## config.mk

```make
export PLATFORM = sky130hd
export DESIGN_NAME = button_debouncer
export DESIGN_NICKNAME = d
export VERILOG_FILES = /design/src/rtl/button_debouncer.sv
export SDC_FILE = /design/constraint.sdc
export NUM_CORES = 1
export LEC_CHECK = 0
export ABC_AREA = 1
export ABC_CLOCK_PERIOD_IN_PS = 5100
export BUFFER_PORTS_ARGS = -buffer_cell sky130_fd_sc_hd__buf_2
export CAP_MARGIN = 25
export CORE_ASPECT_RATIO = 1.5
export CORE_MARGIN = 4
export CORE_UTILIZATION = 55
export CTS_CLUSTER_SIZE = 14
export DETAILED_ROUTE_END_ITERATION = 8
export PLACE_DENSITY = 0.7
export SETUP_SLACK_MARGIN = 0.2
export SYNTH_ARGS = -nofsm -noshare
export SYNTH_HDL_FRONTEND = slang
export SYNTH_SLANG_ARGS = --single-unit
```

## constraint.sdc

```tcl
create_clock -name input_clk -period 5.1 [get_ports input_clk]
set_clock_uncertainty 0.2 [all_clocks]
set_input_delay 1.275 -clock input_clk [delete_from_list [all_inputs] [get_ports input_clk]]
set_output_delay 1.275 -clock input_clk [all_outputs]
set_load 0.02 [all_outputs]
```

## src/rtl/button_debouncer.sv

```systemverilog
// Debounces active-low pushbuttons: two-flop synchroniser per pin, then a per-channel
// FSM producing a clean level and single-cycle press / release / long-press pulses.
module button_debouncer #(
   parameter int N_BUTTONS         = 3,
   parameter int DEBOUNCE_CYCLES   = 1000000,
   parameter int LONG_PRESS_CYCLES = 50000000
) (
   input  logic                   input_clk,
   input  logic                   reset,
   input  logic [N_BUTTONS-1:0]   buttons_n,
   output logic [N_BUTTONS-1:0]   pressed,
   output logic [N_BUTTONS-1:0]   press_pulse,
   output logic [N_BUTTONS-1:0]   release_pulse,
   output logic [N_BUTTONS-1:0]   long_press,
   output logic [2*N_BUTTONS-1:0] dbg_state
);

   localparam int CW = $clog2(DEBOUNCE_CYCLES);
   localparam int HW = $clog2(LONG_PRESS_CYCLES) + 1;
   localparam logic [CW-1:0] CNT_ONE   = CW'(1);
   localparam logic [CW-1:0] CNT_LAST  = CW'(DEBOUNCE_CYCLES - 1);
   localparam logic [HW-1:0] HOLD_LAST = HW'(LONG_PRESS_CYCLES - 1);
   localparam logic [HW-1:0] HOLD_MAX  = HW'(LONG_PRESS_CYCLES);

   typedef enum logic [1:0] {
      ST_RELEASED     = 2'd0,
      ST_PRESS_WAIT   = 2'd1,
      ST_HELD         = 2'd2,
      ST_RELEASE_WAIT = 2'd3
   } state_t;

   // Synchroniser holds raw pin polarity, so "released" is all ones.
   logic [N_BUTTONS-1:0] sync_q1, sync_q2;
   logic [N_BUTTONS-1:0] s;

   always_ff @(posedge input_clk) begin
      if (reset) begin
         sync_q1 <= '1;
         sync_q2 <= '1;
      end else begin
         sync_q1 <= buttons_n;
         sync_q2 <= sync_q1;
      end
   end

   assign s = ~sync_q2;

   for (genvar i = 0; i < N_BUTTONS; i++) begin : g_ch
      state_t        state_q, state_d;
      logic [CW-1:0] cnt_q, cnt_d;
      logic [HW-1:0] hold_q, hold_d;
      logic          fired_q, fired_d;
      logic          pressed_q, pressed_d;
      logic          press_q, press_d;
      logic          release_q, release_d;
      logic          long_q, long_d;

      always_ff @(posedge input_clk) begin
         if (reset) begin
            state_q   <= ST_RELEASED;
            cnt_q     <= '0;
            hold_q    <= '0;
            fired_q   <= 1'b0;
            pressed_q <= 1'b0;
            press_q   <= 1'b0;
            release_q <= 1'b0;
            long_q    <= 1'b0;
         end else begin
            state_q   <= state_d;
            cnt_q     <= cnt_d;
            hold_q    <= hold_d;
            fired_q   <= fired_d;
            pressed_q <= pressed_d;
            press_q   <= press_d;
            release_q <= release_d;
            long_q    <= long_d;
         end
      end

      always_comb begin
         state_d = state_q;
         cnt_d   = cnt_q;
         hold_d  = hold_q;
         fired_d = fired_q;
         case (state_q)
            ST_RELEASED: begin
               if (s[i]) begin
                  state_d = ST_PRESS_WAIT;
                  cnt_d   = CNT_ONE;
               end else begin
                  cnt_d = '0;
               end
            end
            ST_PRESS_WAIT: begin
               if (!s[i]) begin
                  state_d = ST_RELEASED;
                  cnt_d   = '0;
               end else if (cnt_q == CNT_LAST) begin
                  state_d = ST_HELD;
                  hold_d  = '0;
                  fired_d = 1'b0;
               end else begin
                  cnt_d = cnt_q + CNT_ONE;
               end
            end
            ST_HELD: begin
               if (!s[i]) begin
                  state_d = ST_RELEASE_WAIT;
                  cnt_d   = CNT_ONE;
               end else begin
                  if (hold_q != HOLD_MAX) hold_d = hold_q + HW'(1);
                  if (hold_q == HOLD_LAST && !fired_q) fired_d = 1'b1;
               end
            end
            ST_RELEASE_WAIT: begin
               // A bounce back to pressed resumes HELD with hold frozen, not cleared.
               if (s[i]) begin
                  state_d = ST_HELD;
               end else if (cnt_q == CNT_LAST) begin
                  state_d = ST_RELEASED;
                  cnt_d   = '0;
               end else begin
                  cnt_d = cnt_q + CNT_ONE;
               end
            end
            default: state_d = ST_RELEASED;
         endcase
      end

      always_comb begin
         pressed_d = pressed_q;
         press_d   = 1'b0;
         release_d = 1'b0;
         long_d    = 1'b0;
         case (state_q)
            ST_PRESS_WAIT: begin
               if (s[i] && cnt_q == CNT_LAST) begin
                  pressed_d = 1'b1;
                  press_d   = 1'b1;
               end
            end
            ST_HELD: begin
               if (s[i] && hold_q == HOLD_LAST && !fired_q) long_d = 1'b1;
            end
            ST_RELEASE_WAIT: begin
               if (!s[i] && cnt_q == CNT_LAST) begin
                  pressed_d = 1'b0;
                  release_d = 1'b1;
               end
            end
            default: ;
         endcase
      end

      assign pressed[i]         = pressed_q;
      assign press_pulse[i]     = press_q;
      assign release_pulse[i]   = release_q;
      assign long_press[i]      = long_q;
      assign dbg_state[2*i +: 2] = state_q;
   end

endmodule

```

# [After elaboration in Yosys (flattened, before gate mapping)]
# Cells that the tools add are included.
[totals] register_bits=168 inputBits=5 out_inout_bits=18
[classes] addsub=6 n_eq_ne=57 mux=90 n_bitwise=10 n_reduce_logical=54
[op_table] op="2-to-1 mux 27 bit" n=12
[op_table] op="2-to-1 mux 20 bit" n=15
[op_table] op="case mux 20 bit (4 select lines)" n=3
[op_table] op="case mux 27 bit (2 select lines)" n=3
[op_table] op="adder 27 x 1 -> 27 bit (second input constant)" n=3
[op_table] op="equality test 27 x 26 -> 1 bit (second input constant)" n=3
[op_table] op="inequality test 27 x 26 -> 1 bit (second input constant)" n=3
[op_table] op="adder 20 x 1 -> 20 bit (second input constant)" n=3
[op_table] op="equality test 20 bit (second input constant)" n=3
[op_table] op="inequality test 2 bit (second input constant)" n=30
[op_table] op="2-to-1 mux 2 bit" n=18
[op_table] op="2-to-1 mux 1 bit" n=30
[op_table] op="AND reduction 5 bit" n=6
[op_table] op="inequality test 3 bit (second input constant)" n=9
[op_table] op="case mux 2 bit (4 select lines)" n=3
[op_table] op="AND reduction 3 bit" n=6
[op_table] op="OR reduction 2 bit" n=9
[op_table] op="logical AND 1 bit" n=15
[op_table] op="equality test 2 bit (second input constant)" n=6
[op_table] op="case mux 1 bit (2 select lines)" n=6
[op_table] op="AND reduction 4 bit" n=3
[op_table] op="nonzero test 2 bit" n=6
[op_table] op="NOT 1 bit" n=9
[op_table] op="equality test 2 x 1 -> 1 bit (second input constant)" n=3
[op_table] op="3 further kinds" n=10

# [Logic depth before layout (Yosys ltp)]
# Gate-level depths: netlist (run 1).
[logic_depth] word_depth=5 ltp_mapped=14 ltp_nobuf=12

# [Least setup slack after synthesis (run 1)]
# OpenSTA, ideal clock, no wires.
[synth_path] path_kind="input port to flip-flop" startpoint="input reset" endpoint="register g_ch[2].hold_q[13]" arrival_time_ns=2.011 required_time_ns=4.754 path_slack_ns=2.744 stages=3 path_buffers=2 path_cell_list="clkbuf_1 > clkbuf_1 > a21oi_1"
[synth_rtl] element="start: declaration" line="9" text="input logic reset,"
[synth_rtl] element="end signal: assignment" line="71" text="hold_q <= hold_d;"
[synth_rtl] element="end: declaration" line="51" text="logic [HW-1:0] hold_q, hold_d;"
# No word-level cell between the ends.

==> impl_results.md, run 1 <==
- Status: completed
- Crit-path max FO: 75
- Hold Path Class: reg2reg
- Tot Pwr: roughly 2.8 mW
- Setup TNS: 0 ns
- Antenna cells: 0
- CP bufs+invs: 3
- Die W: ~130 um
- Yosys top cell area share: 29.6%
- Layout cells sized above 1: 7.22%
- PwrDens: roughly 230 nW/um2
- Clock Pin Slew Worst Setup and Hold Paths: 0.08 ns
- Fin cells: about 2200
- Worst slew pin tran: 0.990 ns
- Number of I/O port buffers: 22
- Count leader, synth: nand2_1
- Endpoints failing hold: 0
- Crit. End Element: flip-flop
- Area grow syn2layout: 5.37%
- Hold buffers post-CTS: 0
- Register area share after synthesis: between 20% and 30%
- Grt total ovfl: 0
- GP Congestion: between 0.9 and 1
- Post-Syn Nets: roughly 1900
- Largest net degree at the start of global routing: 76
- Row count: 64
- Syn Inst Count: roughly 1900
- Vias in the first global route: roughly 11000
- Via count: 11700
- Most used DFF post-synth: dfxtp_1
- Post-placement cell area: ~11000 um2
- Die ar.: ~23000 um2
- DR vias/cell: approximately 5.4
- Post-CTS Setup Inserts: 0
- H-tree depth: 4
- Number of synthesized flops with an enable pin: 0
- Total CTS buffers: 17
- Post-synth ARST share: 0%
- Starting Density: 55.9%
- RSZ-0062 raised after global routing: no
- Ys Warns: 0
- Drt pass-1 iters: 5
- Total of max-cap violations: 0
- Critical-path cell list: buf_4 -> buf_4 -> nor2_1 -> inv_1 -> nor2_1
- Final instance area: about 12000 um2
- CTS tree: done
- Synthesized area: ~11000 um2
- I/O pin total: 23
- Total Nets Final: 1913
- Die Y: between 150 and 200 um
- Worst slew margin relative to its limit: about a third
- Worst slack at placement: approximately 1.7 ns
- Dpl cells: around 2100
- Post-synth cell types: 43
- Slowest-stage cell, CP: buf_4
- WP data required: roughly 5.2 ns
- Period utilisation layout: a little under three fifths
- Maximum vdd ir drop: between 200 and 250 uV
- Crit path max-delay family: buffers and inverters
- CTS sink cnt: 168
- Startpoint Class: input pin
- Total GRT Usage: around 26%
- First-pass GRT wire length: 50800 um
- CP peak stage delay: ~0.77 ns
- Drt first-iter violations: about 670
- Crit path kind: in2reg
- Mean Syn Cell Area: around 5.9 um2
- Post-DP HPWL: between 20000 and 25000 um
- Top cells by area, synth: dfxtp_1, nand2_1, nor2_1, nand3_1, inv_1
- Hold Slack: ~0.21 ns
- Top post-synthesis cells by count: nand2_1, nor2_1, nand3_1
- Clock latency on the worst-skew pair: between 0.4 and 0.5 ns
- Leakage power: 4.17 nW
- ANT nets after route: 0
- Root Driver: clkbuf_16
- Drt drc: 0
- Wire per inst: between 10 and 15 um
- Initial antenna violation count: 0
- Flops & latches, synth: about 170
- F_max: about 350 MHz
- Clock Path Buffers: 2
- Area leader, netlist: dfxtp_1
- Final wirelength: 29600 um
- Setup ws final: around 2.2 ns
- Slew Viols, Final: 0
- Crit path DAT: 3.00 ns
- Util after Layout: between 50% and 60%
- Number of gates resized after CTS: 0
- Final min period: 2.87 ns
- Core area: between 20000 and 25000 um2
- Setup-failing EPs final: 0
[power breakdown]
part           internal (mW)  switching, mW  total [mW]
clock                  0.649          0.615        1.26
sequential              1.32         0.0183        1.34
combinational         0.0366          0.141       0.177
total                   2.01          0.774        2.78
[worst register-to-register path, delay by kind of cell, from the launching register on]
| family | cells | cell delay [ns] |
|---|---|---|
| AO/OA/AOI/OAI | 2 | 0.56 |
| adder cells (fa/ha/maj) | 1 | 0.34 |
| buffers and inverters | 1 | 0.33 |
| flip-flops | 1 | 0.48 |
| AND/OR/NAND/NOR | 5 | 0.85 |
[state kept, by name (all words and copies together), names as in the netlist, named ones only]
signal / flops
sync_q2: 3
g_ch.cnt_q: 60
g_ch.fired_q: 3
g_ch.pressed_q: 3
g_ch.press_q: 3
g_ch.state_q: 3
sync_q1: 3
g_ch.hold_q: 81
g_ch.long_q: 3
g_ch.release_q: 3
[cell usage in the layout (no fill, tap or decap), drive strengths merged]
| master | count |
|---|---|
| or2 | 8 |
| o21ai | 28 |
| nand3 | 205 |
| xor2 | 31 |
| o2111a | 1 |
| a211oi | 8 |
| nand2 | 640 |
| inv | 192 |
| o31ai | 2 |
| a31o | 1 |
| nand4 | 37 |
| nor3b | 4 |
| nand3b | 2 |
| clkbuf | 18 |
| o21bai | 2 |
| xnor2 | 14 |
| clkinvlp | 2 |
| dfxtp | 168 |
| clkinv | 6 |
| a22oi | 1 |
| ha | 9 |
| nor4 | 10 |
| nor2 | 342 |
| buf | 24 |
| nor3 | 28 |
| a21oi | 129 |
[cell families (layout without fill, tap and decap cells)]
group,count (synthesis),in the layout,synth area share (%)
simple gates,1276,1276,47.6
buf+inv,257,242,9.76
compound gates,172,172,8.63
flops,168,168,29.6
xor+xnor,45,45,3.46
fa+ha+maj,9,9,0.990
[final timing paths]
path                                 start                              end  slack, ns  depth (start not counted)
max                                  reset   g_ch[2].hold_q[1]$_SDFFE_PP0P_       2.23                          5
min                  sync_q1[2]$_SDFF_PP1_            sync_q2[2]$_SDFF_PP1_       0.21                          1
max reg2reg  g_ch[2].cnt_q[0]$_SDFFE_PP0P_  g_ch[2].hold_q[26]$_SDFFE_PP0P_       2.25                          9
min reg2reg          sync_q1[2]$_SDFF_PP1_            sync_q2[2]$_SDFF_PP1_       0.21                          1
[routing by layer]
| metal | up-vias | part of all wire, % | GRT usage, % |
|---|---|---|---|
| li1 | 6075 | - | - |
| met1 | 5316 | 41 | 28.2 |
| met2 | 237 | 52 | 49.3 |
| met3 | 91 | 3.0 | 3.42 |
| met4 | 0 | 4.0 | 12.6 |
| met5 | - | 0 | 0 |
[layout make-up]
| type | count | area (um2) |
|---|---|---|
| clock buffers | 18 | 429 |
| clock inverters | 14 | 133 |
| fillers | 2202 | 8350 |
| inverters | 186 | 701 |
| multi-input cells | 1502 | 6900 |
| flip-flops and latches | 168 | 3360 |
| well taps | 264 | 330 |
| repair buffers | 24 | 128 |
Power figures use the tool's default switching activity.
==> inputs of run 2 (changes only) <==
--- a/config.mk
+++ b/config.mk
@@ -5,8 +5,8 @@
 export SDC_FILE = /design/constraint.sdc
 export NUM_CORES = 1
 export LEC_CHECK = 0
-export ABC_AREA = 1
-export ABC_CLOCK_PERIOD_IN_PS = 5100
+export ABC_AREA = 0
+export ABC_CLOCK_PERIOD_IN_PS = 3000
 export BUFFER_PORTS_ARGS = -buffer_cell sky130_fd_sc_hd__buf_2
 export CAP_MARGIN = 25
 export CORE_ASPECT_RATIO = 1.5
@@ -14,7 +14,7 @@
 export CORE_UTILIZATION = 55
 export CTS_CLUSTER_SIZE = 14
 export DETAILED_ROUTE_END_ITERATION = 8
-export PLACE_DENSITY = 0.7
+export PLACE_DENSITY = 0.71
 export SETUP_SLACK_MARGIN = 0.2
 export SYNTH_ARGS = -nofsm -noshare
 export SYNTH_HDL_FRONTEND = slang
==> constraint.sdc (replaced) <==
create_clock -name input_clk -period 3 [get_ports input_clk]
set_clock_uncertainty 0.2 [all_clocks]
set_input_delay 0.75 -clock input_clk [delete_from_list [all_inputs] [get_ports input_clk]]
set_output_delay 0.75 -clock input_clk [all_outputs]
set_load 0.02 [all_outputs]
==> run 2 against run 1 <==
Synthesized cell count shrank 48%. Sequential cell count is the same. Cell count is 43% lower. Critical path depth increased by 1. Largest power group unchanged. Highest routed layer unchanged. Clock power up 68%. Non-clock buffer count is 29 higher. Sequential share of layout area increased by 7.7 points. Critical endpoint is now g_ch[2].hold_q[26]$_SDFFE_PP0P_.
==> impl_results.md, run 2 <==
- Max reg flops: 81 (unchanged)
- Area leader, netlist: dfxtp_1
- Slowest-stage cell, CP: or3_1
- F_max: 373 MHz
- Starting Density: 56.1% (+0.18 points)
- Multi-input logic area: 4750 um2 (-31%)
- Setup TNS: 0 ns (unchanged)
- Period utilisation layout: between 80% and 90%
- Area grow syn2layout: 11.1%
- Worst r2r path cells: 6 (-3)
- Top Registers: g_ch.hold_q (81), g_ch.cnt_q (60)
- Met1 Resource Use GR: 23.9% (-4.3 points)
- Total CTS buffers: 17 (unchanged)
- Crit. End Element: flip-flop
- Maximum vdd ir drop: 405 uV (+83%)
- Fill cell count: 1320 (-40%)
- Synthesized area: 8460 um2 (-26%)
- DR vias/cell: 5.70 (+5.9%)
- Met3 Resource Use GR: 4.77% (+1.4 points)
- Reg area: 3360 um2 (unchanged)
- Total of max-cap violations: 0 (unchanged)
- Drt drc: 0 (unchanged)
- First-pass GRT wire length: 30600 um (-40%)
- Worst slew margin relative to its limit: 46.8% (+13 points)
- Leakage power: 3.01 nW (-28%)
- Crit path kind: reg2reg
- GP Congestion: 0.837 (-9.2%)
- Clock Pin Slew Worst Setup and Hold Paths: 0.06 ns (-0.02 ns)
- Crit path max-delay family: simple AND/OR/NAND/NOR gates
- Number of I/O port buffers: 22 (unchanged)
- Final min period: 2.68 ns
- Count leader, synth: dfxtp_1
- Total Nets Final: 1033 (-46%)
- Ys Warns: 0 (unchanged)
- Gate power share: 1.8% (-4.6 points)
- Core area: 15100 um2 (-26%)
- Hold path cells: 1 (unchanged)
- R2R Setup Slk: 0.32 ns (-1.93 ns)
- CTS tree: done
- Crit-path max FO: 8 (-89%)
- Seq pwr share: 50.5% (+2.3 points)
- Hold Slack: 0.208 ns (-0.00516 ns)
- Total GRT Usage: 21.1% (-4.9 points)
- Switch share: 20.2% (-7.6 points)
- CP peak stage delay: 0.60 ns (-0.17 ns)
- Mean Syn Cell Area: 8.44 um2 (+43%)
- H-tree depth: 4 (unchanged)
- Die Y: 160 um (-13%)
- Critical path depth: 6 (+1)
- Internal power: 3.55 mW (+77%)
- Clock Power Share: 47.7% (+2.3 points)
- Drt first-iter violations: 339 (-49%)
- Register area share after synthesis: 39.8% (+10 points)
- Met2 Usage GRT: 37.5% (-12 points)
- Syn Inst Count: 1002 (-48%)
- Commonest cells after routing, fill and taps aside: dfxtp_1, nor2_1, nand2_1
- Post-Syn Nets: 1016 (-48%)
- Initial antenna violation count: 0 (unchanged)
- Crit path DAT: 2.79 ns (-0.21 ns)
- Slew Viols, Final: 0 (unchanged)
- Row count: 55 (-14%)
- Most used DFF post-synth: dfxtp_1
- Post-synth ARST share: 0% (unchanged)
- Layout cells sized above 1: 12.3% (+5.1 points)
- Worst slew pin tran: 0.798 ns (-0.192 ns)
- Drt pass-1 iters: 5 (unchanged)
- Root Driver: clkbuf_16
- Clock Path Buffers: 2 (unchanged)
- RSZ-0062 raised after global routing: yes
- CTS sink cnt: 168 (unchanged)
- Number of synthesized flops with an enable pin: 0 (unchanged)
- Final wirelength: 17600 um (-40%)
- NetSw: 0.902 mW (+16%)
- Wire per inst: 14.3 um (+5.4%)
- CP bufs+invs: 0 (-3)
- Top Usage Layer GRT: met2
- Largest net degree at the start of global routing: 26 (-66%)
- Hold Path Class: reg2reg
- Die W: 109 um (-13%)
- Hold buffers post-CTS: 0 (unchanged)
- Top post-synthesis cells by count: dfxtp_1, nor2_1, nand2_1
- Top cells by area, synth: dfxtp_1, xnor2_1, nor2_1, nand3_1, nand2_1
- Status: completed
- Yosys top cell area share: 39.8% (+10 points)
- Reg with most FFs: g_ch.hold_q
- Most common cell after layout, fill and taps aside: dfxtp_1
- Vias in the first global route: 6813 (-39%)
- Util after Layout: 62.3% (+3.4 points)
- Critical-path cell list: nor4b_1 -> nand4_1 -> or3_1 -> a211oi_2 -> nand4_1 -> mux2i_1
- Grt total ovfl: 0 (unchanged)
- Via count: 7018 (-40%)
- I/O pin total: 23 (unchanged)
- Post-synth cell types: 68 (+58%)
- Antenna cells: 0 (unchanged)
- CP dominant cell by count: nand4_1
- Post-DP HPWL: 12300 um (-42%)
- WP data required: 3.11 ns (-2.12 ns)
- PwrDens: 474 nW/um2 (+100%)
- Die ar.: 17500 um2 (-24%)
- Endpoints failing hold: 0 (unchanged)
- Startpoint Class: flip-flop
- Flops & latches, synth: 168 (unchanged)
- Setup-failing EPs final: 0 (unchanged)
- Clock latency on the worst-skew pair: 0.42 ns (-0.02 ns)
- ANT nets after route: 0 (unchanged)
run 2: cell count changes in the layout (fill, tap and decap cells not counted), sizes merged, moves of 11 or more:
cell   change
nand3    -136
or3       +11
and4      +17
nor4      +18
nor4b     +16
xnor2     +63
nand2    -558
inv      -167
nor2     -193
a21oi     -89
and3      +24
buf       +29
run 2: repair_timing:
action,in CTS,in global routing
setup endpoints to repair,0,23
buffers inserted,0,3
gates resized for setup,0,6
run 2: logic make-up (layout without fill, tap and decap cells):
group                    count (synthesis)  after routing  share of synthesized area (%)
buffers and inverters                   81            111                           4.44
XOR/XNOR                               106            106                           11.0
multiplexers                             6              6                          0.710
adder cells (fa/ha/maj)                  9              9                           1.33
flip-flops                             168            168                           39.8
AND/OR/NAND/NOR                        506            506                           31.6
AO/OA/AOI/OAI                          126            126                           11.1
run 2: metal layers:
layer | share of wire [%] | vias to the layer above
li1 | - | 3576
met1 | 42 | 3289
met2 | 52 | 118
met3 | 3.5 | 35
met4 | 2.3 | 0
met5 | 0 | -
run 2: final cells by class:
class | count | share of cell area (%)
Tap cell | 199 | 2.65
Inverter | 26 | 1.04
Clock inverter | 7 | 0.986
Sequential cell | 168 | 35.8
Clock buffer | 25 | 5.17
Multi-Input combinational cell | 753 | 50.6
Timing Repair Buffer | 53 | 3.78
run 2: final timing paths:
kind | start | to
max reg2reg | g_ch[2].cnt_q[11]$_SDFFE_PP0P_ | g_ch[2].hold_q[26]$_SDFFE_PP0P_
min reg2reg | sync_q1[1]$_SDFF_PP1_ | sync_q2[1]$_SDFF_PP1_
max | g_ch[2].cnt_q[11]$_SDFFE_PP0P_ | g_ch[2].hold_q[26]$_SDFFE_PP0P_
min | sync_q1[1]$_SDFF_PP1_ | sync_q2[1]$_SDFF_PP1_
run 2: per-stage QoR:
stage | power (mW) | cell area [um2] | setup WS (ns) | instances
after detailed placement | 2.38 | 8760 | 0.321 | 1196
after floorplan | 2.35 | 8460 | 0.510 | 1002
after global routing | 4.61 | 9390 | 0.187 | 1231
after CTS | 4.51 | 9340 | 0.296 | 1228
after global placement | 2.38 | 8760 | 0.356 | 1196
final | 4.46 | 9390 | 0.317 | 1231
run 2: power by group through the flow:
| stage | Sequential [mW] | Clock, mW | Combinational (mW) |
|---|---|---|---|
| after floorplan | 2.29 | 0 | 0.0585 |
| after global placement | 2.30 | 0 | 0.0810 |
| after detailed placement | 2.30 | 0 | 0.0814 |
| after CTS | 2.25 | 2.18 | 0.0816 |
| after global routing | 2.25 | 2.27 | 0.0903 |
| final | 2.25 | 2.12 | 0.0807 |
run 2: worst reg2reg max path, stage by stage, from the launching register on:
cell and delay (ns):
dfxtp_1 0.39, nor4b_1 0.31, nand4_1 0.30, or3_1 0.60
a211oi_2 0.44, nand4_1 0.19, mux2i_1 0.14
